### config.mk
export PLATFORM = sky130hd
export DESIGN_NAME = clock_phase_gen
export DESIGN_NICKNAME = d
export VERILOG_FILES = /design/src/rtl/clock_phase_gen.sv
export SDC_FILE = /design/constraint.sdc
export NUM_CORES = 1
export LEC_CHECK = 0
export BUFFER_PORTS_ARGS = -buffer_cell sky130_fd_sc_hd__clkbuf_2
export CORE_UTILIZATION = 60
export CTS_CLUSTER_DIAMETER = 150
export DETAILED_ROUTE_END_ITERATION = 16
export PLACE_DENSITY = 0.82
export SYNTH_ARGS = -nofsm -noshare
export SYNTH_HDL_FRONTEND = slang
export SYNTH_SLANG_ARGS = --single-unit
### constraint.sdc
create_clock -name clock -period 8.7 [get_ports clock]
set_input_delay 1.74 -clock clock [delete_from_list [all_inputs] [get_ports clock]]
set_output_delay 1.74 -clock clock [all_outputs]
set_load 0.01 [all_outputs]
### src/rtl/clock_phase_gen.sv
// Multi-channel divided-clock generator with a shared programmable ratio, per-channel phase,
// rising-edge strobes and run/halt/single-step control over a master period counter.
module clock_phase_gen #(
  parameter int NUM_CH      = 4,
  parameter int CNT_W       = 4,
  parameter int DIV_DEFAULT = 4,
  parameter int START_RUN   = 1
) (
  input  logic                      clock,
  input  logic                      reset,
  input  logic                      run,
  input  logic                      step,
  input  logic [CNT_W-1:0]          div_in,
  input  logic [NUM_CH*CNT_W-1:0]   phase_in,
  output logic [NUM_CH-1:0]         clk_out,
  output logic [NUM_CH-1:0]         tick,
  output logic                      halted,
  output logic                      step_done,
  output logic [15:0]               period_cnt
);

  typedef enum logic [1:0] {S_RUN, S_DRAIN, S_HALT, S_STEP} state_t;
  localparam state_t RESET_STATE = (START_RUN != 0) ? S_RUN : S_HALT;

  state_t             state, state_next;
  logic [CNT_W-1:0]   cnt, cnt_next;
  logic [CNT_W-1:0]   div_r, div_next, div_clamped, half_next;
  logic               counting, wrap;
  logic [CNT_W-1:0]   ph_eff [NUM_CH];
  logic [CNT_W:0]     radd   [NUM_CH];
  logic [CNT_W:0]     resid  [NUM_CH];
  logic [NUM_CH-1:0]  clk_d, tick_d;

  // Counter advance, ratio reload and run/drain/halt/step sequencing.
  always_comb begin
    counting    = (state != S_HALT);
    wrap        = counting && (cnt == (div_r - CNT_W'(1)));
    div_clamped = (div_in < CNT_W'(2)) ? CNT_W'(2) : div_in;
    if (!counting || wrap) begin
      div_next = div_clamped;
    end else begin
      div_next = div_r;
    end
    if (!counting) begin
      cnt_next = cnt;
    end else if (wrap) begin
      cnt_next = '0;
    end else begin
      cnt_next = cnt + CNT_W'(1);
    end
    state_next = state;
    case (state)
      S_RUN: begin
        if (!run) state_next = S_DRAIN;
        else      state_next = S_RUN;
      end
      S_DRAIN: begin
        if (run)       state_next = S_RUN;
        else if (wrap) state_next = S_HALT;
        else           state_next = S_DRAIN;
      end
      S_HALT: begin
        if (run)       state_next = S_RUN;
        else if (step) state_next = S_STEP;
        else           state_next = S_HALT;
      end
      S_STEP: begin
        if (wrap) state_next = S_HALT;
        else      state_next = S_STEP;
      end
      default: state_next = RESET_STATE;
    endcase
  end

  // Per-channel output decode from the counter value the next cycle will hold.
  always_comb begin
    half_next = div_next >> 1;
    clk_d     = '0;
    tick_d    = '0;
    for (int i = 0; i < NUM_CH; i++) begin
      if (phase_in[i*CNT_W +: CNT_W] < div_next) begin
        ph_eff[i] = phase_in[i*CNT_W +: CNT_W];
      end else begin
        ph_eff[i] = '0;
      end
      // add one period before subtracting the phase when the counter is behind it
      radd[i]  = (cnt_next >= ph_eff[i]) ? {(CNT_W+1){1'b0}} : {1'b0, div_next};
      resid[i] = {1'b0, cnt_next} + radd[i] - {1'b0, ph_eff[i]};
      if (state_next == S_HALT) begin
        clk_d[i]  = 1'b0;
        tick_d[i] = 1'b0;
      end else begin
        clk_d[i]  = (resid[i] < {1'b0, half_next});
        tick_d[i] = (resid[i] == {(CNT_W+1){1'b0}});
      end
    end
  end

  // State, counter and registered outputs.
  always_ff @(posedge clock or posedge reset) begin
    if (reset) begin
      state      <= RESET_STATE;
      cnt        <= '0;
      div_r      <= CNT_W'(DIV_DEFAULT);
      clk_out    <= '0;
      tick       <= '0;
      halted     <= (START_RUN == 0);
      step_done  <= 1'b0;
      period_cnt <= 16'd0;
    end else begin
      state     <= state_next;
      cnt       <= cnt_next;
      div_r     <= div_next;
      clk_out   <= clk_d;
      tick      <= tick_d;
      halted    <= (state_next == S_HALT);
      step_done <= (state == S_STEP) && wrap;
      if (wrap) begin
        period_cnt <= period_cnt + 16'd1;
      end else begin
        period_cnt <= period_cnt;
      end
    end
  end

endmodule
==> flow_summary.yaml <==
placement:
  place_area_um2: 4274
  dpl.hpwl_um: 7037
  io_buffers: 49
  gp_congestion: 0.8810
cells_and_area:
  layout-drive-gt1-share_pct: 15.87
  final_cell_mix: "ha_1 (59), clkbuf_2 (49), inv_1 (35), dfrtp_1 (35), nand2_1 (34)"
  finalNetCount: 577
  final_common_cell: "ha_1"
  final_area_um2: 4385
  fin_util_pct: 69.06
  area_growth_pct: 11.73
  n_antenna_cell: 0
timing:
  max-slew-margin-rel_pct: 41.44
  worstMarginPinSlew_ns: 0.8692
  skew_ns: 0.007029
  finalMaxSlewViolations: 0
  hold_ws_ns: 0.4749
  fin_crit_ns: 7.549
  fmax_mhz: 132.5
  fin_tns_setup_ns: 0
  setup_violations: 0
  period_share_pct: 86.77
  rsz0062_at_grt: "false"
  hold_viol: 0
logic_synthesis:
  synth_top_area_cell: "dfrtp_1"
  synth_seq_cells: 36
  async_flop_share_pct: 100.0
  syn_avg_cell_area_um2: 9.323
  synth_flop_cell: "dfrtp_1"
  synth_cell_type_count: 49
  synth_edf_count: 0
  synth_top_area_share_pct: 22.31
  synth-warning-count: 0
  synth_seq_area_share_pct: 22.98
  synth_cells: 421
  synth_fp_nets: 520
  synth.top_cells.by_area: "dfrtp_1 (22%), ha_1 (19%), fa_1 (8.2%)"
  synth_area_um2: 3925
clock_network:
  cts_sinks: 36
  ctsHoldBuffers: 0
  cts_tree: "built"
  post_cts_resized: 0
  h-tree-depth: 2
  cts_buffers: 5
  clkTransAtPathRegs_ns: 0.08
  clockBufferDepth: 2
  clk_latency_ns: 0.30
  cts_setup_buffers: 0
  ctsRootBufferMaster: "clkbuf_8"
hold_path:
  hp-class: "reg -> reg"
worst_setup_path:
  path_class: "reg -> reg"
  crit_path_end_kind: "flip-flop"
  critPathLaunchType: "flip-flop"
  cp.arrival_ns: 7.72
  required_ns: 8.87
  cp_max_fo: 10
die:
  core_um2: 6350
  dieHeight_um: 82.88
  rows: 29
  io_pins: 50
  dieArea_um2: 6869
  initial_core_util_pct: 61.81
  die_x_um: 82.88
drt:
  vias: 3377
  drt_iter0_markers: 279
  routedWlPerCell_um: 15.86
  drt-total-wl_um: 8818
  drtPass1Iterations: 4
  vias_per_cell: 6.074
  antenna_left: 0
  drcViolationCount: 0
status:
  status: "completed"
global_route:
  track_usage_pct: 27.82
  grt_max_degree: 37
  grt_pass1_wl_um: 15610
  grt.overflow.total: 0
  grt_antenna_before_repair: 0
  grt_pass1_vias: 3500
flow_run:
  cap_viol_max_count: 0
Yosys cell counts, types with 4 or more instances:
| cell type | count |
|---|---|
| a22o_1 | 9 |
| o31ai_1 | 4 |
| fa_1 | 16 |
| nand3_1 | 8 |
| inv_1 | 35 |
| and2_1 | 8 |
| nor2b_1 | 8 |
| o21ai_0 | 11 |
| a21oi_1 | 19 |
| nor2_1 | 8 |
| nand2b_1 | 11 |
| a22oi_1 | 12 |
| a21o_1 | 18 |
| ha_1 | 59 |
| a2111oi_0 | 4 |
| and3_1 | 14 |
| nand4b_1 | 6 |
| nor3_1 | 17 |
| xor2_1 | 8 |
| xnor2_1 | 16 |
| nand4_1 | 7 |
| nand2_1 | 34 |
| nor3b_1 | 4 |
| dfrtp_1 | 35 |
| or3_1 | 12 |
per-stage QoR:
step,cells,worst slack [ns]
after floorplan,421,1.995
after global placement,548,1.460
after detailed placement,548,1.179
after CTS,556,1.264
after global routing,556,0.5980
final,556,1.151
routing by layer:
metal / vias to the layer above / share of wire (%) / wire (um) / GRT usage, %
li1: 1655 / - / - / -
met1: 1622 / 43 / 3834 / 33.76
met2: 89 / 51 / 4484 / 49.18
met3: 11 / 4.0 / 357 / 3.777
met4: 0 / 1.6 / 141 / 12.07
met5: - / 0 / 0 / 0
registers in the layout, indices dropped and copies added, names as in the netlist:
name        flops
clk_out         4
cnt             4
div_r           4
halted          1
period_cnt     16
state           2
step_done       1
tick            4
worst paths after layout:
kind | from | endpoint | slack [ns] | cells after the start
min in group asynchronous | reset | state[0] | 1.51 | 3
worst max-delay path | div_r[1] | clk_out[3] | 1.15 | 26
worst min-delay path | period_cnt[15] | period_cnt[15] | 0.47 | 1
worst min register to register | period_cnt[15] | period_cnt[15] | 0.47 | 1
max in group asynchronous | reset | div_r[2] | 6.85 | 3
worst max register to register | div_r[1] | clk_out[3] | 1.15 | 26
logic make-up after synthesis:
| family | Yosys count | synth area share, % |
|---|---|---|
| buffers and inverters | 39 | 4.112 |
| adders and majority gates | 75 | 26.97 |
| and+or+nand+nor | 149 | 21.77 |
| DFF | 36 | 22.98 |
| xor gates and xnor gates | 26 | 6.407 |
| AOI/OAI and AO/OA | 91 | 16.32 |
| muxes | 5 | 1.434 |
final cells by class:
type / count / area [um^2]
well taps: 77 / 96.34
multi-input cells: 346 / 2861
clock buffers: 5 / 68.82
clock inverters: 3 / 42.54
inverters: 35 / 131.4
repair buffers: 54 / 282.8
flip-flops and latches: 36 / 902.1
fillers: 492 / 1964
critical path, cell delays in order (launching register included):
cell      delay [ns]
dfrtp_1         0.44
inv_1           0.18
ha_1            0.20
xor3_2          0.36
or3_4           0.46
o21ai_4         0.30
mux2i_1         0.59
inv_1           0.21
ha_1            0.32
o21ai_0         0.16
nand2b_1        0.07
a21oi_1         0.36
and2_1          0.23
ha_1            0.23
nand2b_1        0.14
a21o_1          0.18
a21o_1          0.17
a21oi_1         0.24
nand2_1         0.11
fa_1            0.51
inv_1           0.07
fa_1            0.47
a21o_1          0.19
or4b_2          0.63
a21oi_1         0.20
o21bai_1        0.08
nor4b_1         0.33
Power is not shown: default switching activity piles up to over one toggle a cycle in this logic, so the estimate is an artifact.
